**src/rtl/trivium_keystream_core.sv**
```systemverilog
// trivium_keystream_core: Trivium keystream generator behind the Kin/Din/Krdy/Drdy/Kvld/Dvld/BSY handshake.
// Runs 1152 initialisation rounds, then returns 128 keystream bits (z1 at Dout[127]); UNROLL rounds per clock.
module trivium_keystream_core #(
    parameter int UNROLL = 1
) (
    input  logic         CLK,
    input  logic         RST,
    input  logic         EN,
    input  logic [79:0]  Kin,
    input  logic [79:0]  Din,
    input  logic         Krdy,
    input  logic         Drdy,
    input  logic         EncDec,
    output logic [127:0] Dout,
    output logic         BSY,
    output logic         Kvld,
    output logic         Dvld
);
    localparam logic [10:0] INIT_LAST = 11'(1152 / UNROLL - 1);
    localparam logic [10:0] GEN_LAST  = 11'(128 / UNROLL - 1);

    typedef enum logic [1:0] {IDLE, INIT, GEN} state_t;

    state_t            state_q;
    logic [287:0]      s_q, s_d;
    logic [79:0]       key_q;
    logic              key_loaded_q, kvld_q, dvld_q, bsy_q;
    logic [10:0]       cnt_q;
    logic [127:0]      acc_q, acc_d, dout_q;
    logic [UNROLL-1:0] z_d;
    logic [288:0]      rnd;
    logic              key_load, start, last;
    logic              unused_encdec;

    // Bit k of the vector holds Trivium state bit s(k+1); result is {z, next state}.
    function automatic logic [288:0] trivium_round(input logic [287:0] s);
        logic t1, t2, t3;
        t1 = s[65] ^ s[92];
        t2 = s[161] ^ s[176];
        t3 = s[242] ^ s[287];
        return {t1 ^ t2 ^ t3,
                s[286:177], t1 ^ (s[90] & s[91]) ^ s[170],
                s[175:93],  t2 ^ (s[174] & s[175]) ^ s[263],
                s[91:0],    t3 ^ (s[285] & s[286]) ^ s[68]};
    endfunction

    function automatic logic [287:0] load_state(input logic [79:0] k, input logic [79:0] iv);
        logic [287:0] s;
        s = '0;
        for (int i = 0; i < 80; i++) begin
            s[i]      = k[79-i];
            s[93 + i] = iv[79-i];
        end
        s[287:285] = 3'b111;
        return s;
    endfunction

    always_comb begin
        s_d = s_q;
        z_d = '0;
        rnd = '0;
        for (int r = 0; r < UNROLL; r++) begin
            rnd = trivium_round(s_d);
            s_d = rnd[287:0];
            z_d[UNROLL-1-r] = rnd[288];
        end
    end

    // Earliest keystream bit of each clock lands highest so z1 ends up at bit 127.
    assign acc_d         = {acc_q[127-UNROLL:0], z_d};
    assign key_load      = Krdy && !kvld_q;
    assign start         = Drdy && key_loaded_q && !key_load;
    assign last          = cnt_q == (state_q == INIT ? INIT_LAST : GEN_LAST);
    assign unused_encdec = EncDec;

    always_ff @(posedge CLK or posedge RST) begin
        if (RST) begin
            state_q      <= IDLE;
            s_q          <= '0;
            key_q        <= '0;
            key_loaded_q <= 1'b0;
            kvld_q       <= 1'b0;
            dvld_q       <= 1'b0;
            bsy_q        <= 1'b0;
            cnt_q        <= '0;
            acc_q        <= '0;
            dout_q       <= '0;
        end else if (EN) begin
            kvld_q <= 1'b0;
            dvld_q <= 1'b0;
            case (state_q)
                IDLE: begin
                    if (key_load) begin
                        key_q        <= Kin;
                        key_loaded_q <= 1'b1;
                        kvld_q       <= 1'b1;
                    end else if (start) begin
                        s_q     <= load_state(key_q, Din);
                        cnt_q   <= '0;
                        bsy_q   <= 1'b1;
                        state_q <= INIT;
                    end
                end
                INIT: begin
                    s_q     <= s_d;
                    cnt_q   <= last ? '0 : cnt_q + 11'd1;
                    state_q <= last ? GEN : INIT;
                end
                GEN: begin
                    s_q   <= s_d;
                    acc_q <= acc_d;
                    cnt_q <= last ? '0 : cnt_q + 11'd1;
                    if (last) begin
                        dout_q  <= acc_d;
                        dvld_q  <= 1'b1;
                        bsy_q   <= 1'b0;
                        state_q <= IDLE;
                    end
                end
                default: state_q <= IDLE;
            endcase
        end
    end

    // Pulses stay pending in their registers while EN is low and appear once it returns.
    assign Dout = dout_q;
    assign BSY  = bsy_q;
    assign Kvld = kvld_q & EN;
    assign Dvld = dvld_q & EN;
endmodule

```
**config.mk**
```make
export PLATFORM = sky130hd
export DESIGN_NAME = trivium_keystream_core
export DESIGN_NICKNAME = d
export VERILOG_FILES = /design/src/rtl/trivium_keystream_core.sv
export SDC_FILE = /design/constraint.sdc
export NUM_CORES = 1
export LEC_CHECK = 0
export ABC_AREA = 1
export BUFFER_PORTS_ARGS = -buffer_cell sky130_fd_sc_hd__buf_2
export CAP_MARGIN = 20
export CORE_ASPECT_RATIO = 1.5
export CORE_UTILIZATION = 38
export CTS_CLUSTER_DIAMETER = 120
export DETAILED_ROUTE_END_ITERATION = 6
export PLACE_DENSITY = 0.68
export SLEW_MARGIN = 40
export SYNTH_ARGS = -nofsm -noshare
export SYNTH_HDL_FRONTEND = slang
export SYNTH_SLANG_ARGS = --single-unit
export TNS_END_PERCENT = 30
```
**constraint.sdc**
```tcl
create_clock -name CLK -period 38.6 [get_ports CLK]
set_input_delay 7.72 -clock CLK [delete_from_list [all_inputs] [get_ports CLK]]
set_output_delay 7.72 -clock CLK [all_outputs]
set_load 0.01 [all_outputs]
```
; Yosys cells after proc, flatten, opt, wreduce, memory -nomap -nowiden
; Cells that the tools add are included.
[word_totals]
register_bits = 640
input_bits = 166
output_inout_bits = 131
[classes]
addsub = 1
eq_ne = 6
n_mux = 21
bitwise_logic = 16
reduce_logical = 15
[op_table]
columns = cell, count
row1 = two-way mux 288 bit, 2
row2 = case mux 288 bit (2 select lines), 1
row3 = two-way mux 11 bit, 4
row4 = case mux 11 bit (2 select lines), 1
row5 = "adder 11 x 1 -> 11 bit, second input constant", 1
row6 = equality test 11 bit, 1
row7 = XOR 1 bit, 11
row8 = two-way mux 2 bit, 4
row9 = AND reduction 4 bit, 2
row10 = two-way mux 1 bit, 7
row11 = "inequality test 2 bit, second input constant", 3
row12 = case mux 2 bit (3 select lines), 1
row13 = AND reduction 3 bit, 2
row14 = bitwise AND 1 bit, 5
row15 = AND reduction 5 bit, 1
row16 = nonzero test 2 bit, 2
row17 = logical AND 1 bit, 3
row18 = "equality test 2 x 1 -> 1 bit, second input constant", 1
row19 = "equality test 2 bit, second input constant", 1
row20 = logical NOT 1 bit, 2
row21 = logical NOT 2 bit, 1
row22 = case mux 1 bit (2 select lines), 1
row23 = AND reduction 2 bit, 1
row24 = OR reduction 2 bit, 1

; Depth between registers and ports, before layout
; Gate-level depths: netlist of the first run.
[depth]
depth_word = 7
mapped_depth = 11
mapped_depth_nobuf = 11

; Worst setup path after synthesis of the first run
; No wires, ideal clock.
[synth_path]
path_kind = input to output
startpoint = input EN
endpoint = output Kvld
t_arrival_ns = 8.001
required_time_ns = 30.880
setup_slack_ns = 22.879
cell_stages = 3
cell_sequence = buf_2 -> nand2_1 -> inv_1
[synth_between]
elab_chain_cells = 1
[synth_lines]
columns = element, line_no
row1 = from (decl), 8  ; input logic EN,
row2 = bitwise AND 1 bit, 128  ; assign Kvld = kvld_q & EN;
row3 = to (decl), 16  ; output logic Kvld,
; No other way between the ends.

; Worst setup path in the final report of the first run
; Same ends and word-level chain as after synthesis.

==> results of run 1 <==
critical path: cells and delay by family:
family	cells	cell delay, ns
buffers and inverters	3	0.45
and+or+nand+nor	1	0.09
per-stage QoR:
stage	hold WS (ns)	total power [W]	setup WS, ns	cells
after floorplan	0.434	0.00132	12.95	2762
after global placement	0.448	0.00140	22.61	3797
after detailed placement	0.453	0.00142	22.60	3797
after CTS	0.470	0.00207	22.60	3912
after global routing	0.493	0.00219	22.54	3915
final	0.467	0.00204	22.62	3917
cell usage after synthesis (7+ instances only):
library cell	n	area, um2
buf_2	87	435
o22ai_1	121	757
nand2_1	570	2140
nor2_1	101	379
o21ai_1	200	1000
nand3_1	26	130
a21oi_1	81	405
inv_1	357	1340
nand4_1	7	43.8
o21ai_2	50	438
o21ai_0	324	1620
or2_2	79	494
dfrtp_1	640	16000
buf_6	19	214
clkbuf_1	64	240
per-layer routing:
layer	global-route usage [%]	routed length (um)	vias up
li1	-	-	9253
met1	19.6	23200	8664
met2	25.4	25300	328
met4	5.12	1400	8
met5	0	57	-
met3	3.57	2660	89
flip-flops by register name, indices dropped and copies added (netlist names):
name	count
s_q	288
acc_q	127
key_q	80
BSY	1
kvld_q	1
key_loaded_q	1
dvld_q	1
state_q	2
cnt_q	11
Dout	128
area by class of cell:
class | count | share of cell area (%)
Sequential cell | 640 | 53.2
Antenna cell | 5 | 0.0416
Tap cell | 892 | 3.71
Inverter | 360 | 4.58
Clock buffer | 84 | 5.82
Timing Repair Buffer | 315 | 5.60
Multi-Input combinational cell | 1590 | 25.6
Clock inverter | 31 | 1.38
power groups by stage:
stage | combinational (W) | sequential [W] | clock, W
global route | 0.000572 | 0.000932 | 0.000684
detailed placement | 0.000497 | 0.000924 | 0
global placement | 0.000479 | 0.000920 | 0
CTS | 0.000498 | 0.000914 | 0.000659
floorplan | 0.000408 | 0.000909 | 0
finish | 0.000489 | 0.000914 | 0.000637
worst max path at each step:
stage               from         endpoint  slack, ns  cells past startpoint
finish                EN             Kvld      22.62                      4
global route          EN             Kvld      22.54                      4
CTS                   EN             Kvld      22.60                      4
detailed placement    EN             Kvld      22.60                      4
global placement      EN             Kvld      22.61                      4
floorplan            RST  BSY$_DFFE_PP0P_      12.95                      1
cell families after synthesis:
logic type	count (synthesis)	synth area share (%)
AND/OR/NAND/NOR	794	12.7
AO/OA/AOI/OAI	783	16.5
flip-flops	640	61.7
buffers and inverters	532	8.66
XOR/XNOR	7	0.236
adder cells (fa/ha/maj)	4	0.193
multiplexers	2	0.0868
==> impl_metrics.yaml, run 1 <==
clock_network:
  cts_buffers: 61
  cts.repair.resized: 0
  post_cts_buffers: 0
  clk_pin_slew_ns: 0.06
  hold_buffers: 0
  insertion_delay_ns: 0.65
  clock-sinks: 640
  htreeDepth: 2
  cts_tree: "built"
  clockBufferDepth: 3
  cts-root-buf: "clkbuf_16"
min_path:
  holdPathStages: 2
  hold_start: "key_loaded_q$_DFFE_PP0P_"
  hold_end: "key_loaded_q$_DFFE_PP0P_"
  hold_path.class: "flip-flop to flip-flop"
critical_path:
  r2r_cells: 8
  slowest_delay_ns: 0.25
  worst_setup_path_start_kind: "input pin"
  path_common_cell: "buf_2"
  path_max_fanout: 8
  crit_type: "input pin to output port"
  worstPathArrival_ns: 8.26
  rr_endpoint: "Dout[53]$_DFFE_PP0P_"
  cp-end-kind: "output port"
  reg2reg_slack_ns: 35.38
  crit_chain: "buf_2 > nand2_1 > inv_1 > buf_2"
  r2r_start: "state_q[0]$_DFFE_PP0P_"
  critPathSlowestCell: "buf_2"
  critPathRequiredTime_ns: 30.88
layout:
  final_cell_area_um2: 30100
  mostFrequentLayoutCells: "dfrtp_1 (640), nand2_1 (569), inv_1 (356)"
  multi_input_area_um2: 7720
  nets: 3138
  final_common_cell: "dfrtp_1"
  final_layout_size_suffix_gt1_share_pct: 18.7
  syn_to_final_growth_pct: 15.9
  seqCellArea_um2: 16000
  fillers: 6518
  fin_util_pct: 44.4
timing:
  final-max-slew-violation-count: 0
  slew_headroom_pct: 36.5
  finClkSkew_ns: 0.0212
  period_share_pct: 41.4
  max_clock_freq_ghz: 0.0626
  hold_viol: 0
  worst_pin_slew_ns: 0.952
  period_needed_ns: 15.98
  tns_ns: 0
  rsz0062_at_grt: "false"
  setup_viol: 0
yosys:
  synthesis.nets: 2932
  yosysSeqAreaShare_pct: 61.7
  syn_inst: 2762
  ys.flop_type: "dfrtp_1"
  synth.avg_cell_area_um2: 9.40
  async_flop_share_pct: 100
  synth_seq_cells: 640
  yosysWarnings: 0
  synth_area_um2: 26000
  synth_edf_count: 0
  synth_cell_types: 34
detailed_routing:
  vias_per_cell: 4.68
  drt_iter0_drc: 1417
  drc: 0
  vias: 18300
  drtPass1Iterations: 6
  wl_per_cell_um: 13.4
  routed_wirelength_um: 52600
  final_antenna_net_count: 0
floorplanning:
  coreArea_um2: 67800
  row_count: 117
  die-area_um2: 69400
  start_util_pct: 38.3
  die_height_um: 322
  die_width_um: 215
  boundaryPins: 297
power:
  power.switching_w: 0.000641
  p_int_w: 0.00140
  pwr-share-comb_pct: 24.0
  power.share.clock_pct: 31.2
  power_density_nw_per_um2: 67.8
  p_leak_nw: 14.3
  irDropWorstVdd_mv: 0.0429
  p_sw_share_pct: 31.4
  seq_power_share_pct: 44.8
global_route:
  grt_max_degree: 203
  grt_pass1_wl_um: 88500
  globalRouteOverflowTotal: 0
  grt_pass1_vias: 17700
  gr-usage-all-layers_pct: 15.3
  antenna_found_initial: 7
placement:
  placed_cell_area_um2: 27900
  gp_congestion: 0.781
  detailed_place_hpwl_um: 32600
  port_buffers: 295
outcome:
  outcome: "finished, final reports clean"
job:
  maxCapViolCount: 0
Note: power is estimated with default switching activity, not from simulation.
==> run 2, diff against run 1 <==
==> constraint.sdc (replaced) <==
create_clock -name CLK -period 15.8 [get_ports CLK]
set_input_delay 3.16 -clock CLK [delete_from_list [all_inputs] [get_ports CLK]]
set_output_delay 3.16 -clock CLK [all_outputs]
set_load 0.01 [all_outputs]
==> impl_metrics.yaml, run 2 (same netlist as run 1, synthesis figures left out) <==
global_route:
  gr-usage-all-layers_pct: 15.5
  grt_max_degree: 208
  globalRouteOverflowTotal: 0
  antenna_found_initial: 5
  grt_pass1_wl_um: 89500
  grt_pass1_vias: 18000
clock_network:
  cts_buffers: 66
  cts_tree: "built"
  insertion_delay_ns: 0.60
  post_cts_buffers: 0
  clockBufferDepth: 3
  clock-sinks: 640
  htreeDepth: 3
  clk_pin_slew_ns: 0.06
  hold_buffers: 0
  cts.repair.resized: 0
  cts-root-buf: "clkbuf_16"
layout:
  largest_reg_flops: 288
  mostFrequentLayoutCells: "dfrtp_1 (640), nand2_1 (569), inv_1 (356)"
  final_common_cell: "dfrtp_1"
  final_cell_area_um2: 30300
  nets: 3145
  regMostFlops: "s_q"
  finalNonFillerCells: 3916
  final_layout_size_suffix_gt1_share_pct: 18.7
  syn_to_final_growth_pct: 16.9
  fillers: 6531
power:
  irDropWorstVdd_mv: 0.124
  p_total_w: 0.00509
  power_density_nw_per_um2: 168
  p_leak_nw: 14.4
floorplanning:
  die_width_um: 215
  start_util_pct: 38.3
  boundaryPins: 297
  row_count: 117
  die-area_um2: 69400
  die_height_um: 322
  coreArea_um2: 67800
timing:
  setup_viol: 0
  whs_ns: 0.466
  slew_headroom_pct: 41.5
  final-max-slew-violation-count: 0
  tns_ns: 0
  worst_pin_slew_ns: 0.878
  max_clock_freq_ghz: 0.146
  rsz0062_at_grt: "false"
  period_share_pct: 43.4
  hold_viol: 0
  finClkSkew_ns: 0.0206
  period_needed_ns: 6.86
detailed_routing:
  routed_wirelength_um: 53100
  vias: 18400
  drc: 0
  wl_per_cell_um: 13.6
  drt_iter0_drc: 1397
  drtPass1Iterations: 5
  final_antenna_net_count: 0
  vias_per_cell: 4.69
critical_path:
  worst_setup_path_start_kind: "input pin"
  slowest_delay_ns: 0.25
  path_max_fanout: 8
  crit_chain: "buf_2 > nand2_1 > inv_1 > buf_2"
  critPathSlowestCell: "buf_2"
  cp_num_buf_inv: 3
  path_common_cell: "buf_2"
  crit_type: "input pin to output port"
  critPathLaunch: "EN"
  r2r_start: "state_q[0]$_DFFE_PP0P_"
  critPathRequiredTime_ns: 12.64
  path_delay_family: "buffers and inverters"
  worstPathArrival_ns: 3.70
  cp-end-kind: "output port"
placement:
  detailed_place_hpwl_um: 32900
  placed_cell_area_um2: 28000
  gp_congestion: 0.771
  placedCellCount: 3799
  port_buffers: 295
job:
  maxCapViolCount: 0
min_path:
  hold_path.class: "flip-flop to flip-flop"
  hold_start: "key_loaded_q$_DFFE_PP0P_"
outcome:
  outcome: "finished, final reports clean"
run 2: cell types whose count changed in the layout (fill, tap and decap cells not counted):
| cell | previous run | this run |
|---|---|---|
| buf_4 | 5 | 4 |
| diode_2 | 5 | 2 |
| clkbuf_16 | 61 | 69 |
| inv_6 | 3 | 2 |
| clkinv_2 | 14 | 7 |
| clkinv_16 | 1 | 0 |
| clkinv_8 | 2 | 3 |
| clkinv_4 | 3 | 1 |
| buf_16 | 0 | 2 |
| buf_12 | 0 | 5 |
| buf_8 | 0 | 1 |
| clkbuf_8 | 15 | 17 |
| buf_6 | 14 | 9 |
run 2: path summary, 6_finish.rpt:
kind,slack [ns],depth (start not counted),to
setup / recovery,8.94,4,Kvld
hold / removal,0.47,2,key_loaded_q$_DFFE_PP0P_
setup reg to reg,12.53,9,Dout[27]$_DFFE_PP0P_
hold reg to reg,0.47,2,key_loaded_q$_DFFE_PP0P_
max in group asynchronous,11.15,5,s_q[121]$_DFFE_PP0P_
min in group asynchronous,2.57,2,Dout[30]$_DFFE_PP0P_
run 2: tightest hold or removal path: stages (launching register included):
cell and delay (ns):
dfrtp_1 0.34, inv_1 0.04, nand2_1 0.05
run 2: area by class of cell:
class	instances	area, um2	area share, %
diodes	2	5.00	0.0165
multi-input cells	1590	7720	25.4
inverters	360	1370	4.53
clock buffers	94	1980	6.53
clock inverters	21	345	1.14
flip-flops and latches	640	16000	52.8
well taps	892	1120	3.68
repair buffers	317	1790	5.90
run 2: through the flow:
stage	setup slack (ns)	utilization (%)
6_report	8.94	44.8
5_1_grt	8.90	44.8
4_1_cts	8.92	44.8
3_5_place_dp	8.92	41.3
3_3_place_gp	8.73	41.1
2_1_floorplan	3.90	-
run 2: routing by layer:
layer	share of wire, %	vias up	GRT usage, %
met5	0.081	-	0
met2	47	349	25.2
met3	5.4	102	3.99
li1	-	9272	-
met4	2.7	8	5.64
met1	45	8632	19.9
run 2: power by group:
group	leakage [nW]	internal, W	total (W)	switching (W)
clock network	1.14	0.000994	0.00165	0.000656
registers	8.35	0.00207	0.00223	0.000166
logic	4.94	0.000461	0.00121	0.000745
total	14.4	0.00352	0.00509	0.00157
